===== config.mk =====
export PLATFORM = sky130hd
export DESIGN_NAME = regfile_scoreboard
export DESIGN_NICKNAME = d
export VERILOG_FILES = /design/src/rtl/regfile_pkg.sv /design/src/rtl/regfile_sb_bits.sv /design/src/rtl/regfile_scoreboard.sv
export SDC_FILE = /design/constraint.sdc
export NUM_CORES = 1
export LEC_CHECK = 0
export ABC_CLOCK_PERIOD_IN_PS = 5830
export CAP_MARGIN = 30
export CORE_UTILIZATION = 50
export CTS_CLUSTER_SIZE = 10
export DETAILED_ROUTE_END_ITERATION = 10
export GPL_TIMING_DRIVEN = 0
export PLACE_DENSITY = 0.79
export SLEW_MARGIN = 20
export SYNTH_ARGS = -nofsm -noshare
export SYNTH_HDL_FRONTEND = slang
export SYNTH_SLANG_ARGS = --single-unit

===== constraint.sdc =====
create_clock -name clk -period 5.83 [get_ports clk]
set_input_delay 1.749 -clock clk [delete_from_list [all_inputs] [get_ports clk]]
set_output_delay 1.749 -clock clk [all_outputs]
set_load 0.005 [all_outputs]

===== src/rtl/regfile_pkg.sv =====
// Shared defaults, select-width helper and select type for the register file with busy scoreboard.
package regfile_pkg;

  localparam int unsigned WIDTH_DEF = 16;
  localparam int unsigned NREGS_DEF = 8;

  function automatic int unsigned clog2(input int unsigned n);
    int unsigned r;
    r = 0;
    for (int unsigned v = n - 1; v > 0; v = v >> 1) r++;
    return r;
  endfunction

  localparam int unsigned SELW_DEF = clog2(NREGS_DEF);

  typedef logic [SELW_DEF-1:0] reg_sel_t;

endpackage


===== src/rtl/regfile_sb_bits.sv =====
// Per-register busy flags (issue sets, flush/writeback clear) and the registered WAW error pulse.
module regfile_sb_bits
  import regfile_pkg::*;
#(
  parameter int unsigned NREGS   = NREGS_DEF,
  parameter int unsigned SELW    = clog2(NREGS),
  parameter int unsigned R0_ZERO = 0
) (
  input  logic             clk,
  input  logic             rst,
  input  logic             issueEn,
  input  logic [SELW-1:0]  issueRegSel,
  input  logic             writeEn,
  input  logic [SELW-1:0]  writeRegSel,
  input  logic             flush,
  output logic [NREGS-1:0] busyVec,
  output logic             err
);

  logic [NREGS-1:0] r_busy;
  logic             r_err;
  logic [NREGS-1:0] w_busy_nxt;
  logic             w_err_nxt;
  logic             w_is_r0;

  assign w_is_r0 = (R0_ZERO != 0) && (issueRegSel == '0);

  // Issue beats flush, flush beats writeback; hardwired r0 never goes busy.
  always_comb begin
    w_busy_nxt = r_busy;
    for (int r = 0; r < int'(NREGS); r++) begin
      if ((R0_ZERO != 0) && (r == 0)) begin
        w_busy_nxt[r] = 1'b0;
      end else if (issueEn && (issueRegSel == SELW'(r))) begin
        w_busy_nxt[r] = 1'b1;
      end else if (flush) begin
        w_busy_nxt[r] = 1'b0;
      end else if (writeEn && (writeRegSel == SELW'(r))) begin
        w_busy_nxt[r] = 1'b0;
      end
    end
  end

  assign w_err_nxt = issueEn && r_busy[issueRegSel]
                     && !(writeEn && (writeRegSel == issueRegSel))
                     && !flush && !w_is_r0;

  always_ff @(posedge clk or posedge rst) begin
    if (rst) begin
      r_busy <= '0;
      r_err  <= 1'b0;
    end else begin
      r_busy <= w_busy_nxt;
      r_err  <= w_err_nxt;
    end
  end

  assign busyVec = r_busy;
  assign err     = r_err;

endmodule


===== src/rtl/regfile_scoreboard.sv =====
// Register file (1W/2R combinational) with busy scoreboard for decode hazard detection.
// Optional same-cycle write-to-read forwarding when REGFILE_BYPASS_EN is defined.
module regfile_scoreboard
  import regfile_pkg::*;
#(
  parameter int unsigned WIDTH   = WIDTH_DEF,
  parameter int unsigned NREGS   = NREGS_DEF,
  parameter int unsigned SELW    = clog2(NREGS),
  parameter int unsigned R0_ZERO = 0
) (
  input  logic             clk,
  input  logic             rst,
  input  logic [SELW-1:0]  read1RegSel,
  input  logic [SELW-1:0]  read2RegSel,
  output logic [WIDTH-1:0] read1Data,
  output logic [WIDTH-1:0] read2Data,
  output logic             read1Busy,
  output logic             read2Busy,
  input  logic [SELW-1:0]  writeRegSel,
  input  logic [WIDTH-1:0] writeData,
  input  logic             writeEn,
  input  logic             issueEn,
  input  logic [SELW-1:0]  issueRegSel,
  input  logic             flush,
  output logic [NREGS-1:0] busyVec,
  output logic             err
);

  logic [NREGS-1:0][WIDTH-1:0] w_rows;

  for (genvar g = 0; g < int'(NREGS); g++) begin : g_row
    if ((R0_ZERO != 0) && (g == 0)) begin : g_zero
      assign w_rows[g] = '0;
    end else begin : g_dff
      logic [WIDTH-1:0] r_data;
      always_ff @(posedge clk or posedge rst) begin
        if (rst) begin
          r_data <= '0;
        end else if (writeEn && (writeRegSel == SELW'(g))) begin
          r_data <= writeData;
        end
      end
      assign w_rows[g] = r_data;
    end
  end

  regfile_sb_bits #(
    .NREGS   (NREGS),
    .SELW    (SELW),
    .R0_ZERO (R0_ZERO)
  ) u_sb (
    .clk         (clk),
    .rst         (rst),
    .issueEn     (issueEn),
    .issueRegSel (issueRegSel),
    .writeEn     (writeEn),
    .writeRegSel (writeRegSel),
    .flush       (flush),
    .busyVec     (busyVec),
    .err         (err)
  );

`ifdef REGFILE_BYPASS_EN
  logic w_byp1;
  logic w_byp2;

  // Forward in-flight writeback to a matching reader, never for hardwired r0.
  assign w_byp1 = writeEn && (writeRegSel == read1RegSel)
                  && !((R0_ZERO != 0) && (read1RegSel == '0));
  assign w_byp2 = writeEn && (writeRegSel == read2RegSel)
                  && !((R0_ZERO != 0) && (read2RegSel == '0));

  assign read1Data = w_byp1 ? writeData : w_rows[read1RegSel];
  assign read2Data = w_byp2 ? writeData : w_rows[read2RegSel];
  assign read1Busy = busyVec[read1RegSel] && !w_byp1;
  assign read2Busy = busyVec[read2RegSel] && !w_byp2;
`else
  assign read1Data = w_rows[read1RegSel];
  assign read2Data = w_rows[read2RegSel];
  assign read1Busy = busyVec[read1RegSel];
  assign read2Busy = busyVec[read2RegSel];
`endif

endmodule


; ---- Word level (Yosys, flattened, before mapping)
; Index checks and enable logic that the tools add are counted.
[totals]
out_inout_bits = 43
word_cells = 101
input_bits = 33
reg_bits = 137
[op_classes]
n_eq_ne = 15
n_lt_le_gt_ge = 3
muxes = 34
n_reduce_logical = 32
[op_table]
columns = op, n
row1 = binary-select mux 16 bit (select 3 bit), 2
row2 = 2-to-1 mux 16 bit, 2
row3 = 2-to-1 mux 1 bit, 27
row4 = "== test 3 bit, second input constant", 8
row5 = nonzero test 3 bit, 8
row6 = logical AND 1 bit, 20
row7 = "== test 3 x 2 -> 1 bit, second input constant", 4
row8 = "less-than comparator 3 x 4 -> 1 bit, second input constant", 3
row9 = binary-select mux 1 bit (select 3 bit), 3
row10 = "== test 3 x 1 -> 1 bit, second input constant", 2
row11 = zero test 3 bit, 2
row12 = == test 3 bit, 1
row13 = zero test 1 bit, 2

; ---- Logic depth before layout (Yosys ltp)
; Gate-level depths: netlist (run 1).
[depth]
word_depth = 5
mapped_depth = 5

; ---- Hierarchy
; A second synthesis (run 1) with hierarchy kept.
[hier_totals]
hier_cells = 453
area_unflattened_um2 = 7733.7
[modules_own_cells]
columns = mod, n_inst, seq_area_each_um2, cells_per_inst, area_per_inst_um2
row1 = regfile_scoreboard, 1, 3203.1, 402, 7215.7
row2 = regfile_sb_bits, 1, 225.2, 51, 518.0

; ---- Worst setup path before layout (run 1)
; No wires, ideal clock.
[synth_timing]
kind = in2out
from = in read1RegSel[0]
to = out read1Busy
stages = 4
t_arrival_ns = 2.847
path_slack_ns = 1.234
cell_sequence = buf_4 -> buf_6 -> mux4_2 -> mux2_2
[synth_via]
elab_chain_cells = 2
[synth_lines]
columns = item, line_no
row1 = "start, declared", regfile_scoreboard.sv:13  ; input logic [SELW-1:0] read1RegSel,
row2 = binary-select mux 1 bit (select 3 bit), regfile_scoreboard.sv:80  ; assign read1Busy = busyVec[read1RegSel];
row3 = 2-to-1 mux 1 bit (implied by the code), regfile_scoreboard.sv:80
row4 = "end, declared", regfile_scoreboard.sv:17  ; output logic read1Busy,
; No other way between the ends. The select of a mux whose other input is x is not followed.

; ---- Worst setup path in the final report (run 1)
[layout_timing]
from = in read1RegSel[2]
to = out read1Data[5]
[layout_via]
elab_chain_cells = 2
[layout_lines]
columns = item, line_no
row1 = binary-select mux 16 bit (select 3 bit), regfile_scoreboard.sv:78  ; assign read1Data = w_rows[read1RegSel];
row2 = 2-to-1 mux 16 bit (implied by the code), regfile_scoreboard.sv:78
row3 = "end, declared", regfile_scoreboard.sv:15  ; output logic [WIDTH-1:0] read1Data,
; No other way between the ends. The select of a mux whose other input is x is not followed.

==> run metrics, run 1 <==
Resize count post-CTS 0; Synth Area per Inst 16.7 µm²; Synth Warn # 0; DRT Wirelength 17.8 mm; DRT Pass-1 Iters 4; Starting DRT DRC Count 261; Synth Cell Area 7450 µm²; final instance area 8920 µm²; Worst Skew 0.00152 ns; RSZ-0062 raised after global routing false; GRT Total Usage 0.255; Seq/Total Area, Yosys 0.460; Util after Layout 0.613; CP max FO 10; first-pass GRT wire length 27.8 mm; CP dominant cell by count clkbuf_1; clock transition at the registers of the reported paths 0.05 ns; cell count after placement 693; count of cell types in the netlist 29; CTS tree done; CTS sink count 137; Post-DRT Antenna Nets 0; cts hold-fix bufs 0; IO buf count 63; Hold Path Class register to register; WHS 0.523 ns; Die Height 124 µm; largest delay contributor family on the critical path buffers and inverters; Vias 4500; Synth Instances 445; Buf+Inv Stages, Crit Path 3; Filler Cells Inserted 1073; crit path launch type primary input; Detailed Place HPWL 11.5 mm; Remaining Overflow, GRT 0; Max Cap Viol 0; # setup viols final 0; Tmin final 5.58 ns; Total Nets Final 561; cell row count 44; CP Data Required Time 4.08 ns; Ports 76; status finished clean; Post-Syn Nets 478; Skew-Pair Late Insertion Delay 0.42 ns; Fmax 179 MHz; ant diodes 0; H-tree depth 4; Non-Filler Instances 720; CP endpoint kind output pin; layout cell share with drive strength beyond 1 0.547; Max Transition Viols Final 0; largest net degree at the start of global routing 83; Synth Register Bits 137; final hold vios 0; antenna violations before repair 0; GP Congestion 0.758; vias in the first global route 4786; critical path's largest stage delay 0.71 ns; core footprint 14500 µm²; CP Data Arrival Time 3.83 ns; PD cells 351 nW/µm²; Final period util 0.957; DRC violations left 0; worst slew pin tran 0.860 ns; Num CTS Buffers 17; via/cell ratio 6.25; Post-CTS Setup Inserts 0; WL per Instance 24.7 µm; VDD IR max 0.223 mV; cells along the critical path clkbuf_1, clkbuf_1, mux2_2, clkdlybuf4s50_1; Root Buffer clkbuf_16; leakage dissipation 3.61 nW; Worst path slowest cell clkbuf_1; Initial Utilization 0.513; WS Path Type primary input to output pin; Slew HR 0.427; die footprint 15400 µm²; placed instance area 8350 µm²; area added between synthesis and finish 19.6%; die width 124 µm; Bufs on Longest Clock Path 2
## worst paths after layout
kind                                              to  slack, ns  depth (start not counted)                startpoint
setup / recovery                        read1Data[5]       0.25                          4            read1RegSel[2]
hold / removal              g_row[6].g_dff.r_data[4]       0.52                          1  g_row[6].g_dff.r_data[4]
setup reg to reg                            u_sb.err       4.51                          3           u_sb.busyVec[2]
hold reg to reg             g_row[6].g_dff.r_data[4]       0.52                          1  g_row[6].g_dff.r_data[4]
max in group asynchronous   g_row[4].g_dff.r_data[8]       3.33                          3                       rst
min in group asynchronous  g_row[4].g_dff.r_data[12]       1.75                          2                       rst
## placed cells by master (no fill, tap or decap), types with 4 or more instances in the layout
cell	synthesis	layout
mux4_2	69	69
nand3b_1	4	4
nand2b_1	5	5
dfrtp_1	137	137
clkbuf_8	0	5
mux2_2	153	153
clkdlybuf4s50_1	0	63
mux2_4	9	9
o32ai_1	4	4
clkbuf_16	0	17
clkbuf_1	6	8
buf_6	9	9
buf_2	9	9
buf_4	6	6
o21ai_0	4	4
## area by class of cell
cell class / count / area (µm²) / share of cell area
Timing Repair Buffer: 64 / 658 / 0.0738
Clock buffer: 24 / 502 / 0.0563
Sequential cell: 137 / 3430 / 0.385
Buffer: 34 / 246 / 0.0276
Tap cell: 184 / 230 / 0.0258
Clock inverter: 3 / 65.1 / 0.00730
Inverter: 4 / 22.5 / 0.00253
Multi-Input combinational cell: 270 / 3760 / 0.422
## Yosys cell counts (all sizes together)
master / n / area share
mux2: 162 / 0.25
dfrtp: 137 / 0.46
mux4: 69 / 0.21
buf: 27 / 0.029
clkbuf: 7 / 0.0037
nand2b: 6 / 0.0060
inv: 4 / 0.0020
nand3b: 4 / 0.0040
o21ai: 4 / 0.0027
o32ai: 4 / 0.0047
nand2: 3 / 0.0015
nand4b: 3 / 0.0060
xnor2: 3 / 0.0035
mux2i: 2 / 0.0027
nand4: 2 / 0.0025
nor3: 2 / 0.0044
nor3b: 2 / 0.0050
a2bb2oi: 1 / 0.0012
a311oi: 1 / 0.0012
and3: 1 / 0.00084
nor2b: 1 / 0.00084
## through the flow
step	worst slack [ns]	power, mW	setup TNS, ns
3_3_place_gp	-1.36	2.04	-185.29
5_1_grt	0.166	3.27	0
4_1_cts	0.219	3.15	0
6_report	0.248	3.13	0
2_1_floorplan	0.413	1.79	0
3_5_place_dp	0.225	2.09	0
## registers in the layout, summed over array words and instances, names as in the netlist
name and flops:
u_sb.busyVec 8, g_row.g_dff.r_data 128, u_sb.err 1
## power by group
part / internal [mW] / switching, mW
Clock: 0.673 / 0.378
Combinational: 0.533 / 0.249
Sequential: 1.15 / 0.147
Total: 2.36 / 0.774
## layer usage
layer	part of all wire	vias up	global-route usage
met4	0.015	0	0.0908
met5	0	-	0
li1	-	1911	-
met2	0.49	164	0.393
met1	0.43	2398	0.348
met3	0.065	27	0.0701
## kinds of logic after synthesis
logic type             synth area share
AO/OA/AOI/OAI                   0.00974
XOR/XNOR                        0.00353
buffers and inverters            0.0351
flip-flops                        0.460
multiplexers                      0.460
AND/OR/NAND/NOR                  0.0312
Power figures use the tool's default switching activity.
==> run 2: changes to the inputs <==
- CTS_CLUSTER_SIZE: 10 -> 30
==> results of run 2 <==
The final DEF is identical to that of run 1; final timing and power are the same.
